===== config.mk =====
export PLATFORM = sky130hd
export DESIGN_NAME = wdt_reset_ctrl
export DESIGN_NICKNAME = d
export VERILOG_FILES = /design/src/rtl/wdt_rstctrl_pkg.sv /design/src/rtl/wdt_reset_ctrl_ce_countdown.sv /design/src/rtl/wdt_reset_ctrl.sv
export SDC_FILE = /design/constraint.sdc
export NUM_CORES = 1
export LEC_CHECK = 0
export CORE_ASPECT_RATIO = 0.5
export CORE_MARGIN = 8
export CORE_UTILIZATION = 40
export CTS_BUF_LIST = sky130_fd_sc_hd__clkbuf_16
export CTS_CLUSTER_DIAMETER = 200
export DETAILED_ROUTE_END_ITERATION = 10
export GPL_TIMING_DRIVEN = 0
export PLACE_DENSITY = 0.71
export SLEW_MARGIN = 20
export SYNTH_ARGS = -nofsm -noshare
export SYNTH_HDL_FRONTEND = slang
export SYNTH_SLANG_ARGS = --single-unit

===== constraint.sdc =====
create_clock -name clk -period 2.85 [get_ports clk]
set_clock_uncertainty 0.1 [all_clocks]
set_input_delay 0.57 -clock clk [delete_from_list [all_inputs] [get_ports clk]]
set_output_delay 0.57 -clock clk [all_outputs]
set_load 0.01 [all_outputs]

===== src/rtl/wdt_rstctrl_pkg.sv =====
// Shared definitions for the watchdog reset sequencer: state encoding,
// CSR register offsets and the default software-reset key.
package wdt_rstctrl_pkg;

  localparam logic [1:0] ST_HOLD   = 2'd0;
  localparam logic [1:0] ST_SETTLE = 2'd1;
  localparam logic [1:0] ST_RUN    = 2'd2;

  localparam logic [4:0] R_CTRL  = 5'd0;
  localparam logic [4:0] R_STAT  = 5'd1;
  localparam logic [4:0] R_SWRST = 5'd2;

  localparam logic [7:0] SWRST_KEY_DEF = 8'h5a;

  // A programmed pulse length of zero still yields a one-tick reset pulse.
  function automatic logic [7:0] pulse_eff(input logic [7:0] len);
    return (len == 8'd0) ? 8'd1 : len;
  endfunction

endpackage


===== src/rtl/wdt_reset_ctrl_ce_countdown.sv =====
// 8-bit loadable down-counter advanced by the ce tick; done flags the tick
// on which the count leaves 1, i.e. the last tick of the loaded window.
module ce_countdown #(
  parameter logic [7:0] INIT = 8'd1
) (
  input  logic       clk,
  input  logic       rst,
  input  logic       ce,
  input  logic       load,
  input  logic [7:0] load_val,
  output logic       done
);

  logic [7:0] cnt;

  always_ff @(posedge clk or posedge rst) begin
    if (rst)
      cnt <= INIT;
    else if (load)
      cnt <= load_val;
    else if (ce && cnt != 8'd0)
      cnt <= cnt - 8'd1;
  end

  assign done = ce && (cnt == 8'd1);

endmodule


===== src/rtl/wdt_reset_ctrl.sv =====
// Watchdog reset sequencer: stretched SoC reset, settle window, boot-failure
// counting with sticky recovery select. WDT_RSTCTRL_SWRST_EN adds the SWRST register.
//   state  | meaning
//   HOLD   | soc_rst_out asserted, counting pulse_len ticks
//   SETTLE | reset released, counting SETTLE_LEN ticks
//   RUN    | SoC running, waiting for a bite or software request
module wdt_reset_ctrl
  import wdt_rstctrl_pkg::*;
#(
  parameter logic [4:0] BASE_ADDR     = 5'h0,
  parameter logic [7:0] DEFAULT_PULSE = 8'd16,
  parameter logic [7:0] SETTLE_LEN    = 8'd4,
  parameter logic [2:0] FAIL_LIMIT    = 3'd3,
  parameter logic [7:0] SWRST_KEY     = SWRST_KEY_DEF
) (
  input  logic       clk,
  input  logic       rst,
  input  logic       ce,
  input  logic [4:0] csr_a,
  input  logic [7:0] csr_di,
  input  logic       csr_we,
  output logic [7:0] csr_do,
  input  logic       wdt_strobe,
  output logic       soc_rst_out,
  output logic       recovery_sel,
  output logic       irq
);

`ifdef WDT_RSTCTRL_SWRST_EN
  localparam bit SWRST_EN = 1'b1;
`else
  localparam bit SWRST_EN = 1'b0;
`endif

  localparam logic [4:0] A_CTRL  = BASE_ADDR + R_CTRL;
  localparam logic [4:0] A_STAT  = BASE_ADDR + R_STAT;
  localparam logic [4:0] A_SWRST = BASE_ADDR + R_SWRST;

  logic [1:0] state, state_nxt;
  logic [7:0] pulse_len;
  logic [2:0] fail_cnt, fail_nxt;
  logic       missed;
  logic       rec_nxt;
  logic       cnt_load, cnt_done;
  logic [7:0] cnt_val;
  logic       wr_stat, boot_ok, sw_req, start;

  assign wr_stat = csr_we && (csr_a == A_STAT);
  assign boot_ok = wr_stat && csr_di[0];
  assign sw_req  = SWRST_EN && csr_we && (csr_a == A_SWRST) && (csr_di == SWRST_KEY);
  assign start   = (state == ST_RUN) && (wdt_strobe || sw_req);

  ce_countdown #(.INIT(pulse_eff(DEFAULT_PULSE))) u_cnt (
    .clk      (clk),
    .rst      (rst),
    .ce       (ce),
    .load     (cnt_load),
    .load_val (cnt_val),
    .done     (cnt_done)
  );

  always_comb begin
    state_nxt = state;
    case (state)
      ST_HOLD:   if (cnt_done) state_nxt = ST_SETTLE;
      ST_SETTLE: if (cnt_done) state_nxt = ST_RUN;
      ST_RUN:    if (start)    state_nxt = ST_HOLD;
      default:                 state_nxt = ST_HOLD;
    endcase
  end

  // The counter is reloaded on the edge that enters HOLD or SETTLE.
  assign cnt_load = start || ((state == ST_HOLD) && cnt_done);
  assign cnt_val  = start ? pulse_eff(pulse_len) : SETTLE_LEN;

  always_comb begin
    fail_nxt = boot_ok ? 3'd0 : fail_cnt;
    if ((state == ST_RUN) && wdt_strobe && fail_nxt != 3'd7)
      fail_nxt = fail_nxt + 3'd1;
    rec_nxt = boot_ok ? 1'b0 : (recovery_sel || (fail_cnt >= FAIL_LIMIT));
  end

  always_ff @(posedge clk or posedge rst) begin
    if (rst) begin
      state        <= ST_HOLD;
      soc_rst_out  <= 1'b1;
      pulse_len    <= DEFAULT_PULSE;
      fail_cnt     <= 3'd0;
      recovery_sel <= 1'b0;
      missed       <= 1'b0;
      irq          <= 1'b0;
    end else begin
      state        <= state_nxt;
      soc_rst_out  <= (state_nxt == ST_HOLD);
      fail_cnt     <= fail_nxt;
      recovery_sel <= rec_nxt;
      irq          <= rec_nxt && !recovery_sel;
      if (csr_we && csr_a == A_CTRL)
        pulse_len <= csr_di;
      if ((state != ST_RUN) && (wdt_strobe || sw_req))
        missed <= 1'b1;
      else if (wr_stat && csr_di[7])
        missed <= 1'b0;
    end
  end

  always_comb begin
    csr_do = 8'h00;
    if (csr_a == A_CTRL)
      csr_do = pulse_len;
    else if (csr_a == A_STAT)
      csr_do = {missed, recovery_sel, state, 1'b0, fail_cnt};
  end

endmodule


==> results of run 1 <==
## final timing paths
path / startpoint / endpoint / slack, ns / cells after the start
min in group asynchronous: rst / recovery_sel$_DFF_PP0_ / 0.60 / 2
worst min register to register: recovery_sel$_DFF_PP0_ / irq$_DFF_PP0_ / 0.40 / 1
max in group asynchronous: rst / u_cnt.cnt[7]$_DFFE_PP0P_ / 1.63 / 2
worst min-delay path: recovery_sel$_DFF_PP0_ / irq$_DFF_PP0_ / 0.40 / 1
worst max-delay path: csr_a[3] / csr_do[4] / 0.08 / 6
worst max register to register: u_cnt.cnt[2]$_DFFE_PP0P_ / u_cnt.cnt[5]$_DFFE_PP0P_ / 0.97 / 4
## per-stage QoR
step	setup slack (ns)	utilization [%]	total power, mW	setup TNS (ns)
6_report	0.07879	54.29	1.430	0
3_3_place_gp	-0.2746	51.43	1.079	-2.470
3_5_place_dp	-0.3346	51.43	1.094	-2.872
4_1_cts	0.06247	54.10	1.435	0
2_1_floorplan	0.4382	-	0.9425	0
5_1_grt	0.008089	54.29	1.531	0
## power by group through the flow
stage / clock (mW) / combinational, mW / sequential (mW)
floorplan: 0 / 0.365 / 0.578
global placement: 0 / 0.475 / 0.604
detailed placement: 0 / 0.484 / 0.610
CTS: 0.336 / 0.492 / 0.607
global route: 0.351 / 0.551 / 0.629
finish: 0.328 / 0.490 / 0.612
## routing by layer
| layer | global-route usage [%] | vias to the layer above |
|---|---|---|
| li1 | - | 552 |
| met2 | 22.03 | 16 |
| met5 | 0 | - |
| met1 | 16.11 | 570 |
| met3 | 2.864 | 4 |
| met4 | 3.830 | 0 |
## area by class of cell
type	count	area, sq um
Multi-Input combinational cell	96	769.5
Sequential cell	25	629.4
Clock buffer	3	75.07
Timing Repair Buffer	27	264.0
Tap cell	51	63.81
Fill cell	323	1562
Clock inverter	1	8.758
Buffer	4	25.02
Inverter	5	18.77
## layout by cell type (no fill, tap or decap), types with 3 or more instances in the layout
cell / Yosys / routed
sky130_fd_sc_hd__a22o_1: 8 / 8
sky130_fd_sc_hd__o21ai_0: 4 / 4
sky130_fd_sc_hd__a21oi_1: 4 / 4
sky130_fd_sc_hd__clkbuf_16: 0 / 3
sky130_fd_sc_hd__dfstp_2: 3 / 3
sky130_fd_sc_hd__nand2_1: 11 / 11
sky130_fd_sc_hd__clkdlybuf4s50_1: 0 / 19
sky130_fd_sc_hd__mux2_2: 10 / 10
sky130_fd_sc_hd__dfrtp_1: 22 / 22
sky130_fd_sc_hd__inv_1: 5 / 4
sky130_fd_sc_hd__and2_1: 6 / 6
sky130_fd_sc_hd__clkdlybuf4s15_1: 0 / 3
sky130_fd_sc_hd__nor2_1: 3 / 3
sky130_fd_sc_hd__ha_1: 5 / 5
sky130_fd_sc_hd__dlygate4sd2_1: 0 / 5
## logic make-up after synthesis
logic type,Yosys count
AO/OA/AOI/OAI,34
XOR/XNOR,2
adder cells (fa/ha/maj),5
buffers and inverters,9
flip-flops,25
multiplexers,12
AND/OR/NAND/NOR,43
## sequential cells by signal (all words and copies together), names as in the netlist
name,cells
recovery_sel,1
fail_cnt,3
irq,1
soc_rst_out,1
u_cnt.cnt,8
missed,1
pulse_len,8
state,2
## worst max-delay path, cell delays in order
cell and delay (ns):
sky130_fd_sc_hd__clkdlybuf4s50_1 0.46, sky130_fd_sc_hd__nor4_4 0.33, sky130_fd_sc_hd__nor2b_2 0.18, sky130_fd_sc_hd__buf_4 0.16, sky130_fd_sc_hd__a22o_1 0.13, sky130_fd_sc_hd__dlygate4sd2_1 0.26
## timing repair
action	4_1_cts	5_1_grt
pin swaps	1	1
gates resized for setup	11	4
setup endpoints to repair	8	7
setup buffers	0	0
==> impl_metrics.xml, run 1 <==
<?xml version="1.0" encoding="UTF-8"?>
<metrics>
  <group name="synthesis">
    <metric name="synth_top_area_share" unit="%">38.70</metric>
    <metric name="synth-compound-area-share" unit="%">20.32</metric>
    <metric name="netlist_instances" unit="">130</metric>
    <metric name="syn_nets" unit="">153</metric>
    <metric name="yosys.area_share.xor_xnor" unit="%">1.231</metric>
    <metric name="synth_edf_count" unit="">0</metric>
    <metric name="synth_top_family_by_area" unit="">compound AO/OA/AOI/OAI gates</metric>
    <metric name="number_of_synthesized_register_bits" unit="">25</metric>
    <metric name="synthesis.area_per_instance" unit="sq um">10.94</metric>
    <metric name="synth_seq_area_share" unit="%">44.24</metric>
    <metric name="synth.distinct_cells" unit="">43</metric>
    <metric name="synth.yosys.warnings" unit="">0</metric>
    <metric name="synthTopCellsByCount" unit="">sky130_fd_sc_hd__dfrtp_1 (22), sky130_fd_sc_hd__nand2_1 (11), sky130_fd_sc_hd__mux2_2 (10)</metric>
    <metric name="synth_area" unit="sq um">1423</metric>
    <metric name="synth_simple_gate_area_share" unit="%">17.59</metric>
    <metric name="synth.largest_area_cell" unit="">sky130_fd_sc_hd__dfrtp_1</metric>
    <metric name="synth.top_cells.by_area" unit="">sky130_fd_sc_hd__dfrtp_1 (39%), sky130_fd_sc_hd__mux2_2 (7.9%), sky130_fd_sc_hd__dfstp_2 (5.5%)</metric>
    <metric name="async_reset_ff_share" unit="%">100.0</metric>
    <metric name="post_synth_mux_area_share" unit="%">9.323</metric>
    <metric name="most_common_cell_in_the_synthesized_netlist" unit="">sky130_fd_sc_hd__dfrtp_1</metric>
    <metric name="yosys.area_share.adder" unit="%">4.398</metric>
    <metric name="synth_flop_cell" unit="">sky130_fd_sc_hd__dfrtp_1</metric>
  </group>
  <group name="floorplanning">
    <metric name="core.rowCount" unit="">15</metric>
    <metric name="fp.coreArea" unit="sq um">3416</metric>
    <metric name="top_level_ports" unit="">29</metric>
    <metric name="floorplan.die.width" unit="um">100.3</metric>
    <metric name="die_height" unit="um">58.17</metric>
    <metric name="die_area" unit="sq um">5837</metric>
    <metric name="initial_core_util" unit="%">41.65</metric>
  </group>
  <group name="job">
    <metric name="drv_cap" unit="">0</metric>
  </group>
  <group name="clock_network">
    <metric name="clk_root_buffer_cell" unit="">sky130_fd_sc_hd__clkbuf_16</metric>
    <metric name="tritoncts" unit="">yes</metric>
    <metric name="htreeDepth" unit="">1</metric>
    <metric name="clock_sink_count" unit="">25</metric>
    <metric name="clkLatencyLatePin" unit="ns">0.26</metric>
    <metric name="max-clock-path-buffers" unit="">2</metric>
    <metric name="hold_bufs_at_cts" unit="">0</metric>
    <metric name="cts.clk_slew.worst_paths" unit="ns">0.07</metric>
    <metric name="cts_buffers" unit="">3</metric>
  </group>
  <group name="detailed_routing">
    <metric name="drt-met1-wl" unit="um">1655</metric>
    <metric name="drc" unit="">0</metric>
    <metric name="highest-signal-layer" unit="">met4</metric>
    <metric name="avgViaCountPerCell" unit="">5.387</metric>
    <metric name="drtIter0Drc" unit="">27</metric>
    <metric name="detail_route.wl_per_cell" unit="um">16.64</metric>
    <metric name="routed-wl-met3" unit="um">85</metric>
    <metric name="wl_met2" unit="um">1748</metric>
    <metric name="wirelength_routed" unit="um">3528</metric>
    <metric name="via_count" unit="">1142</metric>
    <metric name="dr.pass1.iters" unit="">4</metric>
    <metric name="ant_nets" unit="">0</metric>
  </group>
  <group name="power">
    <metric name="power_switching_share" unit="%">35.83</metric>
    <metric name="combPwrFrac" unit="%">34.2</metric>
    <metric name="power.clock.fraction" unit="%">23.0</metric>
    <metric name="total_switching_power" unit="mW">0.5124</metric>
    <metric name="power.density_cell_area" unit="nW/um^2">771.1</metric>
    <metric name="power.internal" unit="mW">0.9175</metric>
    <metric name="leak" unit="nW">0.8174</metric>
    <metric name="worst_ir_drop_vdd" unit="mV">0.3548</metric>
    <metric name="p_seq_share" unit="%">42.8</metric>
  </group>
  <group name="worst_setup_path">
    <metric name="worst_ep_required_time" unit="ns">2.18</metric>
    <metric name="cp-end-kind" unit="">output pin</metric>
    <metric name="timing.critical_path.from_type" unit="">input pin</metric>
    <metric name="timing.critical_path.fanout_max" unit="">9</metric>
    <metric name="cp_data_arrival_time" unit="ns">2.10</metric>
    <metric name="type_of_the_worst_setup_path" unit="">input pin to output pin</metric>
  </group>
  <group name="sta">
    <metric name="period_minus_slack" unit="ns">2.771</metric>
    <metric name="worst_hold_slack" unit="ns">0.4036</metric>
    <metric name="finalHoldViolations" unit="">0</metric>
    <metric name="max_clock_freq" unit="MHz">360.9</metric>
    <metric name="unrepaired_setup_endpoints_after_global_routing" unit="">no</metric>
    <metric name="timing.final.max_slew_violations" unit="">0</metric>
    <metric name="tightestPinTransition" unit="ns">0.9090</metric>
    <metric name="slew_headroom" unit="%">39.03</metric>
    <metric name="setup_viol" unit="">0</metric>
    <metric name="layout_worst_path_cycle_share" unit="%">97.24</metric>
  </group>
  <group name="global_route">
    <metric name="overflow" unit="">0</metric>
    <metric name="grt_pass1_wl" unit="um">5975</metric>
    <metric name="number_of_global_route_vias_before_repair" unit="">1162</metric>
    <metric name="antenna_found_initial" unit="">0</metric>
    <metric name="grt_start_max_net_pins" unit="">26</metric>
    <metric name="global_route.usage.total" unit="%">12.96</metric>
  </group>
  <group name="placement">
    <metric name="dpl.hpwl" unit="um">2527</metric>
    <metric name="buffer_ports.inserted" unit="">27</metric>
    <metric name="postPlaceCellArea" unit="sq um">1757</metric>
    <metric name="place_inst" unit="">208</metric>
    <metric name="routabilityCongestion" unit="">0.7648</metric>
  </group>
  <group name="status">
    <metric name="run_status" unit="">finished, final reports clean</metric>
  </group>
  <group name="final_layout">
    <metric name="area_delta_synth_final" unit="%">30.34</metric>
    <metric name="post_route_cells_drive_above_1_share" unit="%">19.88</metric>
    <metric name="final_nets" unit="">185</metric>
    <metric name="finish.instance_area" unit="sq um">1854</metric>
    <metric name="n_antenna_cell" unit="">0</metric>
    <metric name="fin_cells" unit="">212</metric>
  </group>
  <group name="worst_hold_path">
    <metric name="hold_path.class" unit="">flip-flop to flip-flop</metric>
  </group>
</metrics>
No activity file was read; power rests on OpenSTA's default activity.
==> run 2, diff against run 1 <==
CAP_MARGIN = 20   (was not set)
==> results of run 2 <==
Same layout as run 1: the final DEF is identical, and so are final timing and power.
